===== config.mk =====
export PLATFORM = sky130hd
export DESIGN_NAME = mux_select_arbiter_flat
export DESIGN_NICKNAME = d
export VERILOG_FILES = /design/src/rtl/mux_select_arbiter_if.sv /design/src/rtl/mux_select_arbiter.sv /design/src/flat_wrapper.sv
export SDC_FILE = /design/constraint.sdc
export NUM_CORES = 1
export LEC_CHECK = 0
export ABC_AREA = 1
export BUFFER_PORTS_ARGS = -buffer_cell sky130_fd_sc_hd__buf_2
export CORE_AREA = 2 2 39 41
export CTS_CLUSTER_DIAMETER = 80
export CTS_CLUSTER_SIZE = 24
export DETAILED_ROUTE_END_ITERATION = 10
export DIE_AREA = 0 0 41 43
export GPL_ROUTABILITY_DRIVEN = 0
export PLACE_DENSITY = 0.71
export SYNTH_ARGS = -nofsm -noshare
export SYNTH_HDL_FRONTEND = slang
export SYNTH_SLANG_ARGS = --single-unit

===== constraint.sdc =====
create_clock -name clk -period 2.3 [get_ports clk]
set_input_delay 0.23 -clock clk [delete_from_list [all_inputs] [get_ports clk]]
set_output_delay 0.23 -clock clk [all_outputs]
set_load 0.005 [all_outputs]

===== src/rtl/mux_select_arbiter_if.sv =====
// Request/grant bundle between the two mux sources and the select arbiter.
// Requesters use the master modport; the arbiter uses the slave modport.
interface mux_select_arbiter_if #(
  parameter int unsigned CW = 4
);
  logic          req1;
  logic          req2;
  logic          s;
  logic          gnt1;
  logic          gnt2;
  logic          busy;
  logic [CW-1:0] remaining;

  modport master (
    output req1,
    output req2,
    input  s,
    input  gnt1,
    input  gnt2,
    input  busy,
    input  remaining
  );

  modport slave (
    input  req1,
    input  req2,
    output s,
    output gnt1,
    output gnt2,
    output busy,
    output remaining
  );
endinterface


===== src/rtl/mux_select_arbiter.sv =====
// Round-robin burst arbiter driving the select input of a 2:1 mux.
// s=1 selects in1 (source 1), s=0 selects in2 (source 2); s only moves when a grant starts.
module mux_select_arbiter #(
  parameter int unsigned BURST = 4,
  parameter int unsigned CW    = 4
) (
  input  logic                 clk,
  input  logic                 rst,
  mux_select_arbiter_if.slave  bus
);

  typedef enum logic [1:0] {
    IDLE = 2'd0,
    G1   = 2'd1,
    G2   = 2'd2
  } state_t;

  typedef enum logic {
    SRC1 = 1'b0,
    SRC2 = 1'b1
  } src_t;

  localparam logic [CW-1:0] RELOAD = CW'(BURST - 1);

  state_t        r_state;
  src_t          r_last;
  logic          r_s;
  logic          r_gnt1;
  logic          r_gnt2;
  logic [CW-1:0] r_rem;

  state_t        w_next;
  src_t          w_last_next;
  logic          w_s_next;
  logic [CW-1:0] w_rem_next;
  logic          w_enter1;
  logic          w_enter2;
  logic          w_end;

  always_comb begin
    w_next      = r_state;
    w_last_next = r_last;
    w_s_next    = r_s;
    w_rem_next  = '0;
    w_enter1    = 1'b0;
    w_enter2    = 1'b0;
    w_end       = 1'b0;

    case (r_state)
      IDLE: begin
        if (bus.req1 && bus.req2) begin
          if (r_last == SRC2) w_enter1 = 1'b1;
          else                w_enter2 = 1'b1;
        end else if (bus.req1) begin
          w_enter1 = 1'b1;
        end else if (bus.req2) begin
          w_enter2 = 1'b1;
        end
      end

      G1: begin
        // Burst expiry and early release collapse into a single end-of-grant.
        w_end = (r_rem == '0) || !bus.req1;
        if (w_end) begin
          if (bus.req2)      w_enter2 = 1'b1;
          else if (bus.req1) w_enter1 = 1'b1;
          else               w_next   = IDLE;
        end else begin
          w_rem_next = r_rem - 1'b1;
        end
      end

      G2: begin
        w_end = (r_rem == '0) || !bus.req2;
        if (w_end) begin
          if (bus.req1)      w_enter1 = 1'b1;
          else if (bus.req2) w_enter2 = 1'b1;
          else               w_next   = IDLE;
        end else begin
          w_rem_next = r_rem - 1'b1;
        end
      end

      default: w_next = IDLE;
    endcase

    if (w_enter1) begin
      w_next      = G1;
      w_rem_next  = RELOAD;
      w_last_next = SRC1;
      w_s_next    = 1'b1;
    end else if (w_enter2) begin
      w_next      = G2;
      w_rem_next  = RELOAD;
      w_last_next = SRC2;
      w_s_next    = 1'b0;
    end
  end

  always_ff @(posedge clk or posedge rst) begin
    if (rst) begin
      r_state <= IDLE;
      r_last  <= SRC2;
      r_s     <= 1'b0;
      r_gnt1  <= 1'b0;
      r_gnt2  <= 1'b0;
      r_rem   <= '0;
    end else begin
      r_state <= w_next;
      r_last  <= w_last_next;
      r_s     <= w_s_next;
      r_gnt1  <= (w_next == G1);
      r_gnt2  <= (w_next == G2);
      r_rem   <= w_rem_next;
    end
  end

  assign bus.s         = r_s;
  assign bus.gnt1      = r_gnt1;
  assign bus.gnt2      = r_gnt2;
  assign bus.busy      = r_gnt1 | r_gnt2;
  assign bus.remaining = r_rem;

endmodule

===== src/flat_wrapper.sv =====
// flat-port wrapper written by rule: the top's interface ports become plain ports
module mux_select_arbiter_flat 
#(
  parameter int unsigned BURST = 4,
  parameter int unsigned CW    = 4
)
  (clk, rst, bus_req1, bus_req2, bus_s, bus_gnt1, bus_gnt2, bus_busy, bus_remaining);
  mux_select_arbiter_if #(.CW(CW)) bus_i ();
  input  logic clk;
  input  logic rst;
  input wire logic [$bits(bus_i.req1)-1:0] bus_req1;
  input wire logic [$bits(bus_i.req2)-1:0] bus_req2;
  output wire logic [$bits(bus_i.s)-1:0] bus_s;
  output wire logic [$bits(bus_i.gnt1)-1:0] bus_gnt1;
  output wire logic [$bits(bus_i.gnt2)-1:0] bus_gnt2;
  output wire logic [$bits(bus_i.busy)-1:0] bus_busy;
  output wire logic [$bits(bus_i.remaining)-1:0] bus_remaining;
  assign bus_i.req1 = bus_req1;
  assign bus_i.req2 = bus_req2;
  assign bus_s = bus_i.s;
  assign bus_gnt1 = bus_i.gnt1;
  assign bus_gnt2 = bus_i.gnt2;
  assign bus_busy = bus_i.busy;
  assign bus_remaining = bus_i.remaining;
  mux_select_arbiter #(.BURST(BURST), .CW(CW)) u_core (.clk(clk), .rst(rst), .bus(bus_i));
endmodule

==> impl_metrics.yaml, run 1 <==
sta:
  fin_setup_tns_ps: 0
  finClkSkew_ps: 9.45
  period_share_pct: 64.2
  worst-slew-pin-transition_ps: 368
  drv_slew: 0
  period_minus_slack_ps: 1480
  final_hold_viol_count: 0
  rsz0062_at_grt: "false"
  max_freq_ghz: 0.677
  setup_viol: 0
  max-slew-margin-rel_pct: 75.4
  fin_ws_ps: 823
clocking:
  cts_root_buffer: "clkbuf_4"
  clk_pin_slew_ps: 70
  clk_path_buf_depth: 2
  cts_buffers: 3
  clk_latency_ps: 260
  post-cts-setup-buffers: 0
  cts.sinks: 10
  cts_tree: "built"
  clock_tree.htree_level_count: 1
hold_path:
  min_to: "u_core.bus.s"
  hold_start: "bus_req1"
  worstHoldPathCells: 5
  hold_class: "input port to register"
status:
  outcome: "complete, no violations"
setup_path:
  r2r_start: "u_core.r_state[1]"
  rr_endpoint: "u_core.bus.gnt1"
  crit_fanout: 3
  worstSetupEndpointType: "register"
  reg2reg_depth: 10
  critPathArrivalTime_ps: 1670
  path_class: "register to register"
  startpoint_type: "register"
  r2r_slack_ps: 820
  required_ps: 2500
  startpoint: "u_core.r_state[1]"
logic_synthesis:
  synth_area_um2: 644
  netlist-cell-type-count: 22
  yosysWarningCount: 0
  synth_cells: 80
  yosysSeqAreaShare_pct: 39.0
  syn_nets: 90
  synth-seq-cells: 10
  avgSynthCellArea_um2: 8.05
floorplan:
  fp.dieArea_um2: 1760
  coreArea_um2: 1380
  die_x_um: 41
  row_count: 14
  die_h_um: 43
  num_io_pins: 12
  start_util_pct: 46.6
routing:
  postRouteAntennaNets: 0
  drc: 0
  viasPerCell: 4.72
  drt_wl_total_um: 1160
  drtPass1Iterations: 4
  drt_iter0_drc: 12
  vias: 529
  detail_route.wl_per_cell_um: 10.4
job:
  cap_violations: 0
layout:
  multi_input_area_um2: 333
  final_cell_mix: "16 x nand2_1, 13 x inv_1, 11 x buf_2"
  areaGrowthSynthToFinish_pct: 17.3
  seqCellArea_um2: 251
  drive_gt1_share_pct: 27.1
  nNetsFinal: 107
  num_antenna_cells: 0
  final_common_cell: "nand2_1"
  nFillCells: 126
global_routing:
  grt-ovfl-total: 0
  grt_max_degree: 11
  grt_antenna_before_repair: 0
  grt_pass1_wl_um: 2110
  grt_pass1_vias: 534
  track_usage_pct: 17.8
pwr:
  p_leak_nw: 0.435
  power_uw: 965
  pwr_density_cell_nw_per_um2: 1280
  irDropWorstVdd_mv: 0.558
place:
  io_buffers: 11
  dp_hpwl_um: 953
  pre_cts_ws_ps: 851
==> per-stage QoR <==
| stage | cell area, µm² | hold WS, ps | util [%] | instances |
|---|---|---|---|---|
| CTS | 756 | 444 | 54.6 | 112 |
| floorplan | 644 | 69.5 | - | 80 |
| detailed placement | 719 | 220 | 52.0 | 107 |
| finish | 756 | 457 | 54.6 | 112 |
| global route | 756 | 495 | 54.6 | 112 |
| global placement | 719 | 210 | 52.0 | 107 |
==> kinds of logic (layout without fill, tap and decap cells) <==
group,count (synthesis),in the layout,synth area share [%]
simple gates,40,40,30.5
flops,10,10,39.0
compound gates,6,6,6.80
xor+xnor,2,2,2.72
fa+ha+maj,6,6,11.7
buf+inv,16,32,9.32
==> Yosys cell counts <==
master,count,area (µm²)
o22ai_1,1,6.26
dfrtp_1,9,225
nand3_1,5,25.0
nand3b_1,1,7.51
a21boi_1,1,7.51
o211ai_2,1,12.5
nand2_2,2,12.5
nand2_1,16,60.1
nor2_2,2,12.5
nor2_1,7,26.3
or2_2,1,6.26
xor2_1,2,17.5
nor3_1,2,10.0
dfstp_2,1,26.3
ha_1,6,75.1
a21oi_1,2,10.0
nand3_2,3,30.0
inv_2,2,7.51
o211ai_1,1,7.51
inv_1,13,48.8
clkinv_1,1,3.75
nand4_1,1,6.26
==> final cells by class <==
class	instances	area share [%]
flip-flops and latches	10	33.3
well taps	16	2.65
repair buffers	12	8.61
multi-input cells	54	44.0
clock buffers	4	3.48
inverters	16	7.95
==> repair_timing <==
item / CTS / global route
hold endpoints to repair: 9 / 0
resized for setup: 0 / 0
hold buffers: 1 / 0
==> registers in the layout, summed over array words and instances, names as in the netlist <==
signal and count:
u_core.bus.gnt1 1, u_core.bus.gnt2 1, u_core.bus.remaining 4, u_core.bus.s 1, u_core.r_last 1, u_core.r_state 2
==> how the worst max path moves through the flow <==
stage	cells after the start	to
global route	10	u_core.bus.gnt1
floorplan	10	u_core.bus.remaining[0]
detailed placement	10	u_core.bus.gnt1
global placement	10	u_core.bus.remaining[1]
CTS	10	u_core.bus.gnt1
finish	10	u_core.bus.gnt1
==> critical path, cell delays in order, from the launching register on <==
cell and delay (ps):
dfrtp_1 410, inv_1 110, ha_1 190, inv_1 60, nand2_1 60, nand2_1 70
a21oi_1 180, nand4_1 110, nand2_1 70, nand2_1 60, nor2_1 90
==> where the power goes <==
group,switching (mW),total (mW),internal [mW]
registers,0.0443,0.300,0.256
logic,0.326,0.542,0.216
clock network,0.0562,0.123,0.0668
==> routing by layer <==
layer  wire [µm]  GRT usage [%]
met5           0              0
met4           9           12.0
met3          16           1.57
met2         511           23.8
met1         626           26.3
Power figures use the tool's default switching activity.
==> run 2: changes to the inputs <==
clock period = 1.55 ns   (was 2.3 ns; I/O delays follow)
==> run 2 against run 1 <==
  * Hold slack worse by 57 ps
  * Register-to-register slack got worse by 740 ps
  * Global-route usage shrank 1.2 points
  * Sequential share of layout area shrank 3.8 points
  * Total power rose by 73%
  * Sequential power is 48% higher
  * Die area did not move
  * Fmax up 0.73%
  * Utilization up 7.1 points
  * Non-clock buffer count is 3 higher
  * Setup slack got worse by 740 ps
  * Cell count grew 2.7%
  * Critical endpoint is now u_core.bus.gnt2
  * Largest cell class unchanged
==> impl_metrics.yaml, run 2 (same netlist as run 1, synthesis figures left out) <==
status:
  outcome: "complete, no violations"
setup_path:
  r2r_start: "u_core.r_state[0]"
  worstSetupEndpointType: "register"
  path_class: "register to register"
  required_ps: 1730
  startpoint: "u_core.r_state[0]"
  critPathArrivalTime_ps: 1640
  crit_fanout: 3
  startpoint_type: "register"
sta:
  setup_viol: 0
  period_minus_slack_ps: 1470
  period_share_pct: 94.6
  final_hold_viol_count: 0
  max_freq_ghz: 0.682
  max-slew-margin-rel_pct: 75.6
  finClkSkew_ps: 0.526
  drv_slew: 0
  worst-slew-pin-transition_ps: 365
pwr:
  irDropWorstVdd_mv: 1.09
  p_leak_nw: 0.461
  pwr_density_cell_nw_per_um2: 1960
global_routing:
  grt_pass1_wl_um: 1980
  grt_max_degree: 11
  grt-ovfl-total: 0
  grt_pass1_vias: 503
  track_usage_pct: 16.6
  grt_antenna_before_repair: 0
clocking:
  clk_path_buf_depth: 2
  clk_pin_slew_ps: 60
  clock_tree.htree_level_count: 1
  cts.sinks: 10
  cts_root_buffer: "clkbuf_4"
  cts_buffers: 3
  clk_latency_ps: 260
  cts_tree: "built"
layout:
  nNetsFinal: 110
  nFillCells: 130
  drive_gt1_share_pct: 41.4
  final_area_um2: 853
  largest_reg_flops: 4
  areaGrowthSynthToFinish_pct: 32.4
  num_antenna_cells: 0
  final_common_cell: "nand2_1"
  fin_util_pct: 61.7
  seqCellArea_um2: 251
  multi_input_area_um2: 398
  final_cell_mix: "13 x nand2_1, 11 x inv_1, 11 x buf_2"
hold_path:
  hold_class: "input port to register"
  hold_start: "bus_req1"
routing:
  drt_wl_total_um: 1370
  drt_iter0_drc: 8
  vias: 555
  drtPass1Iterations: 4
  drc: 0
  viasPerCell: 4.83
  postRouteAntennaNets: 0
  detail_route.wl_per_cell_um: 11.9
floorplan:
  coreArea_um2: 1380
  row_count: 14
  die_h_um: 43
  die_x_um: 41
  start_util_pct: 46.6
  num_io_pins: 12
  fp.dieArea_um2: 1760
place:
  dp_hpwl_um: 1000
  io_buffers: 11
  dpl_cell_area_um2: 719
job:
  cap_violations: 0
## run 2: critical path, cell delays in order, from the launching register on
cell and delay (ps):
dfrtp_1 400, buf_4 150, ha_4 160, inv_1 70, nand2_1 60, nand2_1 100, a21oi_2 70, buf_4 130
inv_1 40, nor2_1 40, nor3_1 160
## run 2: timing repair
action,in CTS,in global routing
endpoints found under the hold margin,9,0
hold buffers,1,0
resized for setup,0,15
buffers inserted,0,3
endpoints found under the setup margin,0,6
## run 2: report_power, final
| part | switching, mW | internal (mW) | leakage, nW | total [mW] |
|---|---|---|---|---|
| sequential | 0.0652 | 0.380 | 0.125 | 0.445 |
| clock | 0.0836 | 0.142 | 0.0210 | 0.226 |
| combinational | 0.585 | 0.417 | 0.316 | 1.00 |
| total | 0.734 | 0.939 | 0.461 | 1.67 |
## run 2: metrics by stage
step	setup slack [ps]	hold slack, ps	TNS (ps)	total power, mW	cells
floorplan	236	-5.54	0	1.05	80
global placement	67.7	142	0	1.24	107
detailed placement	76.8	143	0	1.26	107
CTS	54.6	393	0	1.50	112
global route	-18.1	419	-30.5	1.83	115
finish	83.7	400	0	1.67	115
## run 2: final cells by class
cell class,instances,share of cell area (%)
inverter,16,7.04
clock buffer,4,4.25
tap,16,2.35
timing repair buffer,15,10.3
multi-input combinational,54,46.6
sequential,10,29.5
## run 2: layer usage
layer	wire [µm]	vias up	GRT usage (%)	share of wire, %
met5	0	-	0	0
met4	11	0	10.0	0.80
met3	40	2	1.57	2.9
met2	669	15	24.4	49
met1	645	248	22.6	47
li1	-	290	-	-
## run 2: final timing paths
| path | endpoint | slack [ps] | cells after the start |
|---|---|---|---|
| worst max-delay path | u_core.bus.gnt2 | 80 | 10 |
| worst min-delay path | u_core.bus.remaining[2] | 400 | 5 |
| worst max register to register | u_core.bus.gnt2 | 80 | 10 |
| worst min register to register | u_core.bus.s | 480 | 2 |
| max in group asynchronous | u_core.r_last | 840 | 3 |
| min in group asynchronous | u_core.bus.gnt1 | 410 | 3 |
